[src/rtl/lcd_pkg.sv]
// Shared constants, state encodings and helpers for the LCD refresh sequencer.
package lcd_pkg;

    localparam logic [7:0] LCD_CMD_FUNC    = 8'h38;
    localparam logic [7:0] LCD_CMD_DISP_ON = 8'h0C;
    localparam logic [7:0] LCD_CMD_ENTRY   = 8'h06;
    localparam logic [7:0] LCD_CMD_CLEAR   = 8'h01;
    localparam logic [7:0] LCD_LINE1       = 8'h80;
    localparam logic [7:0] LCD_LINE2       = 8'hC0;

    localparam int LCD_COLS  = 16;
    localparam int LCD_CHARS = 32;

    // Wide enough for the largest wait (1_000_000 power-up cycles)
    localparam int CNT_W = 20;

    typedef enum logic [2:0] {
        ST_POWERUP,
        ST_INIT,
        ST_IDLE,
        ST_LINE1,
        ST_LINE2
    } top_state_e;

    typedef enum logic [2:0] {
        WS_IDLE,
        WS_SETUP,
        WS_EN_HI,
        WS_HOLD,
        WS_WAIT
    } strobe_state_e;

    // Init command sequence, indexed 0..3
    function automatic logic [7:0] init_cmd(input logic [1:0] idx);
        case (idx)
            2'd0:    return LCD_CMD_FUNC;
            2'd1:    return LCD_CMD_DISP_ON;
            2'd2:    return LCD_CMD_ENTRY;
            default: return LCD_CMD_CLEAR;
        endcase
    endfunction

endpackage

[src/rtl/lcd_write_strobe.sv]
// One LCD bus write: SETUP (data/rs latched), EN_HI, HOLD, then the post-write wait.
// A new req accepted in the last wait cycle starts the next write with no gap.
module lcd_write_strobe
    import lcd_pkg::*;
#(
    parameter int EN_HIGH_CYC    = 12,
    parameter int CMD_WAIT_CYC   = 2_500,
    parameter int CLEAR_WAIT_CYC = 100_000
) (
    input  logic       clk,
    input  logic       reset,
    input  logic       req,
    input  logic       rs,
    input  logic [7:0] data,
    input  logic       long_wait,
    output logic       lcd_en,
    output logic [7:0] lcd_data,
    output logic       lcd_rs,
    output logic       done
);

    strobe_state_e    state, state_n;
    logic [CNT_W-1:0] cnt, cnt_n;
    logic             long_q;
    logic             load;

    // State, counter and latched bus values; data/rs only change on a write start
    always_ff @(posedge clk) begin
        if (reset) begin
            state    <= WS_IDLE;
            cnt      <= '0;
            lcd_data <= 8'h00;
            lcd_rs   <= 1'b0;
            long_q   <= 1'b0;
        end else begin
            state <= state_n;
            cnt   <= cnt_n;
            if (load) begin
                lcd_data <= data;
                lcd_rs   <= rs;
                long_q   <= long_wait;
            end
        end
    end

    // Next-state and countdown; every countdown exits exactly at zero
    always_comb begin
        state_n = state;
        cnt_n   = cnt;
        load    = 1'b0;
        done    = 1'b0;
        case (state)
            WS_IDLE: begin
                if (req) begin
                    load    = 1'b1;
                    state_n = WS_SETUP;
                end
            end
            WS_SETUP: begin
                state_n = WS_EN_HI;
                cnt_n   = CNT_W'(EN_HIGH_CYC - 1);
            end
            WS_EN_HI: begin
                if (cnt == '0) state_n = WS_HOLD;
                else           cnt_n   = cnt - CNT_W'(1);
            end
            WS_HOLD: begin
                state_n = WS_WAIT;
                cnt_n   = long_q ? CNT_W'(CLEAR_WAIT_CYC - 1) : CNT_W'(CMD_WAIT_CYC - 1);
            end
            WS_WAIT: begin
                if (cnt == '0) begin
                    done = 1'b1;
                    if (req) begin
                        load    = 1'b1;
                        state_n = WS_SETUP;
                    end else begin
                        state_n = WS_IDLE;
                    end
                end else begin
                    cnt_n = cnt - CNT_W'(1);
                end
            end
            default: state_n = WS_IDLE;
        endcase
    end

    assign lcd_en = (state == WS_EN_HI);

endmodule

[src/rtl/lcd_refresh_ctrl.sv]
// Top sequencer: power-up delay, LCD init, then frame copies of the 32-char RAM.
// Each write request is raised in the cycle before its SETUP; char_addr advances
// as a character write starts, so it is stable for the whole following write.
module lcd_refresh_ctrl
    import lcd_pkg::*;
#(
    parameter int POWERUP_CYC    = 1_000_000,
    parameter int EN_HIGH_CYC    = 12,
    parameter int CMD_WAIT_CYC   = 2_500,
    parameter int CLEAR_WAIT_CYC = 100_000,
    parameter int AUTO_REFRESH   = 0
) (
    input  logic       clk,
    input  logic       reset,
    input  logic       refresh,
    output logic [5:0] char_addr,
    input  logic [7:0] char_data,
    output logic [7:0] lcd_data,
    output logic       lcd_rs,
    output logic       lcd_rw,
    output logic       lcd_en,
    output logic       lcd_on,
    output logic       busy,
    output logic       frame_done
);

    top_state_e       state, state_n;
    logic [CNT_W-1:0] pu_cnt, pu_cnt_n;
    logic [1:0]       init_idx, init_idx_n;
    logic [5:0]       char_addr_n, addr_inc;
    logic             pend, pend_n;
    logic             req, wr_rs, wr_long, wr_done;
    logic [7:0]       wr_data;

    assign addr_inc = (char_addr == 6'(LCD_CHARS - 1)) ? 6'd0 : char_addr + 6'd1;

    // Control registers; reset restarts the whole power-up and init sequence
    always_ff @(posedge clk) begin
        if (reset) begin
            state     <= ST_POWERUP;
            pu_cnt    <= CNT_W'(POWERUP_CYC - 1);
            init_idx  <= 2'd0;
            char_addr <= 6'd0;
            pend      <= 1'b0;
        end else begin
            state     <= state_n;
            pu_cnt    <= pu_cnt_n;
            init_idx  <= init_idx_n;
            char_addr <= char_addr_n;
            pend      <= pend_n;
        end
    end

    // Sequencing: pick the next write when the previous one reports done
    always_comb begin
        state_n     = state;
        pu_cnt_n    = pu_cnt;
        init_idx_n  = init_idx;
        char_addr_n = char_addr;
        pend_n      = pend | (refresh & (state != ST_IDLE));
        req         = 1'b0;
        wr_rs       = 1'b0;
        wr_data     = 8'h00;
        wr_long     = 1'b0;
        frame_done  = 1'b0;
        case (state)
            ST_POWERUP: begin
                if (pu_cnt == '0) begin
                    req        = 1'b1;
                    wr_data    = init_cmd(2'd0);
                    init_idx_n = 2'd0;
                    state_n    = ST_INIT;
                end else begin
                    pu_cnt_n = pu_cnt - CNT_W'(1);
                end
            end
            ST_INIT: begin
                if (wr_done) begin
                    if (init_idx == 2'd3) begin
                        state_n = ST_IDLE;
                    end else begin
                        req        = 1'b1;
                        wr_data    = init_cmd(init_idx + 2'd1);
                        wr_long    = (init_cmd(init_idx + 2'd1) == LCD_CMD_CLEAR);
                        init_idx_n = init_idx + 2'd1;
                    end
                end
            end
            ST_IDLE: begin
                if (refresh || pend || (AUTO_REFRESH != 0)) begin
                    req     = 1'b1;
                    wr_data = LCD_LINE1;
                    pend_n  = 1'b0;
                    state_n = ST_LINE1;
                end
            end
            ST_LINE1: begin
                if (wr_done) begin
                    req = 1'b1;
                    if (char_addr == 6'(LCD_COLS)) begin
                        wr_data = LCD_LINE2;
                        state_n = ST_LINE2;
                    end else begin
                        wr_rs       = 1'b1;
                        wr_data     = char_data;
                        char_addr_n = addr_inc;
                    end
                end
            end
            ST_LINE2: begin
                if (wr_done) begin
                    if (char_addr == 6'd0) begin
                        frame_done = 1'b1;
                        state_n    = ST_IDLE;
                    end else begin
                        req         = 1'b1;
                        wr_rs       = 1'b1;
                        wr_data     = char_data;
                        char_addr_n = addr_inc;
                    end
                end
            end
            default: state_n = ST_POWERUP;
        endcase
    end

    lcd_write_strobe #(
        .EN_HIGH_CYC    (EN_HIGH_CYC),
        .CMD_WAIT_CYC   (CMD_WAIT_CYC),
        .CLEAR_WAIT_CYC (CLEAR_WAIT_CYC)
    ) u_strobe (
        .clk       (clk),
        .reset     (reset),
        .req       (req),
        .rs        (wr_rs),
        .data      (wr_data),
        .long_wait (wr_long),
        .lcd_en    (lcd_en),
        .lcd_data  (lcd_data),
        .lcd_rs    (lcd_rs),
        .done      (wr_done)
    );

    assign lcd_rw = 1'b0;
    assign lcd_on = 1'b1;
    assign busy   = (state != ST_IDLE);

endmodule

[config.mk]
export PLATFORM = sky130hd
export DESIGN_NAME = lcd_refresh_ctrl
export DESIGN_NICKNAME = d
export VERILOG_FILES = /design/src/rtl/lcd_pkg.sv /design/src/rtl/lcd_write_strobe.sv /design/src/rtl/lcd_refresh_ctrl.sv
export SDC_FILE = /design/constraint.sdc
export NUM_CORES = 1
export LEC_CHECK = 0
export ABC_AREA = 1
export CORE_ASPECT_RATIO = 0.8
export CORE_MARGIN = 2
export CORE_UTILIZATION = 41
export CTS_CLUSTER_SIZE = 12
export DETAILED_ROUTE_END_ITERATION = 8
export GPL_ROUTABILITY_DRIVEN = 0
export PLACE_DENSITY = 0.65
export SLEW_MARGIN = 20
export SYNTH_ARGS = -nofsm -noshare
export SYNTH_HDL_FRONTEND = slang
export SYNTH_SLANG_ARGS = --single-unit
[constraint.sdc]
create_clock -name clk -period 2.3 [get_ports clk]
set_clock_uncertainty 0.15 [all_clocks]
set_input_delay 0.46 -clock clk [delete_from_list [all_inputs] [get_ports clk]]
set_output_delay 0.46 -clock clk [all_outputs]
set_load 0.02 [all_outputs]
==> metrics.md <==
| Metric | Value |
|---|---|
| Status | finished, final reports clean |
| PwrDens | 1200 nW/µm² |
| Post-synthesis xor/xnor area fraction | 0.0137 |
| Crit share post-route | 0.972 |
| Routed WL | 9.61 mm |
| Core area | 9080 µm² |
| Largest net degree at the start of global routing | 28 |
| Post-synthesis adder-cell area fraction | 0.0358 |
| Clock Tree Buf Depth | 2 |
| Async set-reset flop share out of synthesis | 0 |
| Worst reg2reg path depth | 11 |
| Hold Crit Class | reg -> reg |
| Overflow left after global routing | 0 |
| Rows | 31 |
| Initial antenna violation count | 0 |
| Syn Inst Count | 566 |
| Yosys top cell area share | 0.338 |
| DRC viols | 0 |
| Crit path kind | reg -> out |
| Sequential area share after synthesis | 0.338 |
| DP HPWL | 7.18 mm |
| Critical Path RT | 1.69 ns |
| Max VDD drop | 0.789 mV |
| Overall Global Routing Usage | 0.202 |
| RR Endpoint | char_addr[0]$_SDFFE_PP0P_ |
| Via density | 5.09 |
| Sequential power share | 0.249 |
| Syn Nets | 588 |
| Leakage power | 2.23 nW |
| Nets | 661 |
| CP dominant cell by count | nand2_2 |
| Final setup vio count | 0 |
| CTS tree | done |
| Total Power | 5.88 mW |
| CP arrival | 1.63 ns |
| Commonest cells in the synthesized netlist | nand2_1, inv_1, nor2_1 |
| Logic pwr share | 0.485 |
| Dominant synthesized flop cell | dfxtp_1 |
| Synth Cell Area | 3840 µm² |
| Met2 routed wirelength | 4.21 mm |
| Switch share | 0.400 |
| Reg2reg start | u_strobe.state[0]$_SDFFE_PP0P_ |
| Post-synthesis compound-gate area fraction | 0.135 |
| Initial Util | 0.424 |
| Fill count | 885 |
| Final min period | 2.24 ns |
| Number of global-route vias before repair | 3,623 |
| Combinational family with the most area after synthesis | simple AND/OR/NAND/NOR gates |
| Pint | 3.53 mW |
| Ports | 31 |
| Fmax | 447 MHz |
| Synth Area in Simple Gates | 0.379 |
| R2R setup slack | 0.21 ns |
| Number of flops mapped to enable cells by yosys | 0 |
| Starting DRT DRC Count | 212 |
| First-pass GRT wire length | 16.8 mm |
| Hold_buf cts | 0 |
| Met3 wire length | 530 µm |
| Skew-Pair Late Insertion Delay | 0.33 ns |
| Max_cap viols | 0 |
| Met1 Routed Length | 4.73 mm |
| Ant. Diodes | 0 |
| H-tree levels | 3 |
| Hold Fails Final Rpt | 0 |
| DR vias | 3,866 |
| Worst-path clk slew | 0.05 ns |
| Slowest Stage Delay on Critical Path | 0.31 ns |
| RSZ-0062 raised after global routing | true |
| NetSw | 2.35 mW |
| Mux contribution to synthesized area | 0 |
| Top sig layer | met4 |
| Startpoint Class | register |
| Critical path endpoint | frame_done |
| Critical Path Fanout Max | 2 |
| Post-CTS setup buffer count | 0 |
| Clock Sink Count | 65 |
| TNS Setup | 0 ns |
| Critical path capture point type | output port |
| Share of post-route cells with drive strength above 1 | 0.174 |
| TritonRoute pass-1 iters | 5 |
| Critical path's slowest cell | dfxtp_1 |
| Yosys warning count | 0 |
| PortBufs | 28 |
| Die area | 10,200 µm² |
| Routed Antenna Nets | 0 |
| Die width | 112 µm |
| P&R area growth vs syn | 27.9% |
| Critical Path Source | u_strobe.cnt[0]$_SDFFE_PP0P_ |
| CTS root buf | clkbuf_16 |
| Critical path cell sequence | inv_1 -> ha_1 -> nand3_1 -> nor2_2 -> nand2_2 -> nor2_4 -> nand2_2 -> nor3_2 -> buf_4 |
| Netlist cell types | 39 |
| Synth Register Bits | 65 |
| Most frequent cell after synthesis | nand2_1 |
| Cts bufs inserted | 9 |
| Yosys top cell by area | dfxtp_1 |
| Clock Power Share | 0.266 |
| Max Slew Vio Count | 0 |
| Syn_area_per_cell | 6.79 µm² |
| Wirelength per Cell | 12.7 µm |
| Die H | 90.6 µm |
| Area contributors post-synth | dfxtp_1, nand2_1, inv_1, nor2_1, a21oi_1 |
==> repair_timing <==
action / in CTS / in global routing
setup endpoints to repair: 2 / 5
resized for setup: 8 / 4
pin swaps: 0 / 1
==> layer usage <==
layer  GRT usage  up-vias
met5           0        -
met4      0.0701        0
met3      0.0470       12
met2       0.298      103
met1       0.290     1758
li1            -     1993
==> final cells by class <==
| class | count | area, µm² | share of cell area |
|---|---|---|---|
| inverter | 79 | 297 | 0.0603 |
| timing repair buffer | 74 | 634 | 0.129 |
| sequential | 65 | 1300 | 0.265 |
| tap | 115 | 144 | 0.0293 |
| clock inverter | 6 | 105 | 0.0214 |
| multi-input combinational | 410 | 2200 | 0.447 |
| clock buffer | 10 | 239 | 0.0486 |
==> worst max-delay path: cells and delay by family (launching register included) <==
family                     cells  cell delay (ns)
adders and majority gates      1             0.16
buffers and inverters          2             0.24
DFF                            1             0.31
and+or+nand+nor                6             0.59
==> state kept, by name, summed over array words and instances, names as in the netlist, 2 cells and up <==
| signal | cells |
|---|---|
| pu_cnt | 20 |
| init_idx | 2 |
| u_strobe.cnt | 20 |
| u_strobe.lcd_data | 8 |
| state | 3 |
| char_addr | 6 |
| u_strobe.state | 3 |
==> kinds of logic (layout without fill, tap and decap cells) <==
group	after synthesis	count (layout)
buffers and inverters	91	169
flip-flops	65	65
AO/OA/AOI/OAI	96	96
other	2	2
AND/OR/NAND/NOR	295	295
XOR/XNOR	6	6
adder cells (fa/ha/maj)	11	11
==> layout by cell type (no fill, tap or decap), types with 3 or more instances in the layout <==
cell / instances
a21oi_1: 43
a31oi_1: 9
buf_4: 46
bufinv_16: 3
clkbuf_16: 9
clkdlybuf4s50_1: 26
clkinv_2: 3
dfxtp_1: 65
ha_1: 11
inv_1: 76
inv_2: 3
nand2_1: 104
nand2_2: 8
nand3_1: 33
nand3_2: 5
nand3b_1: 5
nand4_1: 13
nor2_1: 74
nor2_2: 11
nor2_4: 11
nor3_1: 14
nor3b_1: 3
nor4_1: 4
o21a_1: 5
o21ai_0: 33
xor2_1: 4
==> stage by stage <==
step                utilization  area (µm²)  cells  setup slack, ns  hold slack (ns)
floorplan                     -        3840    566            0.141            0.281
global placement          0.502        4550    743           -0.149            0.303
detailed placement        0.502        4550    743           -0.172            0.310
CTS                       0.540        4900    759           0.0124            0.317
global route              0.542        4920    759          -0.0672            0.347
finish                    0.542        4920    759           0.0638            0.315
==> worst min path at each step <==
| stage | from | end | slack [ns] | depth (start not counted) |
|---|---|---|---|---|
| floorplan | u_strobe.cnt[0]$_SDFFE_PP0P_ | u_strobe.cnt[0]$_SDFFE_PP0P_ | 0.28 | 1 |
| global placement | pu_cnt[19]$_SDFFE_PP1P_ | pu_cnt[19]$_SDFFE_PP1P_ | 0.30 | 1 |
| detailed placement | pu_cnt[19]$_SDFFE_PP1P_ | pu_cnt[19]$_SDFFE_PP1P_ | 0.31 | 1 |
| CTS | pu_cnt[19]$_SDFFE_PP1P_ | pu_cnt[19]$_SDFFE_PP1P_ | 0.32 | 1 |
| global route | pu_cnt[19]$_SDFFE_PP1P_ | pu_cnt[19]$_SDFFE_PP1P_ | 0.35 | 1 |
| finish | pu_cnt[19]$_SDFFE_PP1P_ | pu_cnt[19]$_SDFFE_PP1P_ | 0.31 | 1 |
==> power groups by stage <==
stage	registers [mW]	clock network [mW]	logic, mW
2_1_floorplan	1.53	0	1.79
3_3_place_gp	1.48	0	2.72
3_5_place_dp	1.48	0	2.76
4_1_cts	1.46	1.60	2.78
5_1_grt	1.49	1.65	3.18
6_report	1.47	1.57	2.85
Power figures use the tool's default switching activity.
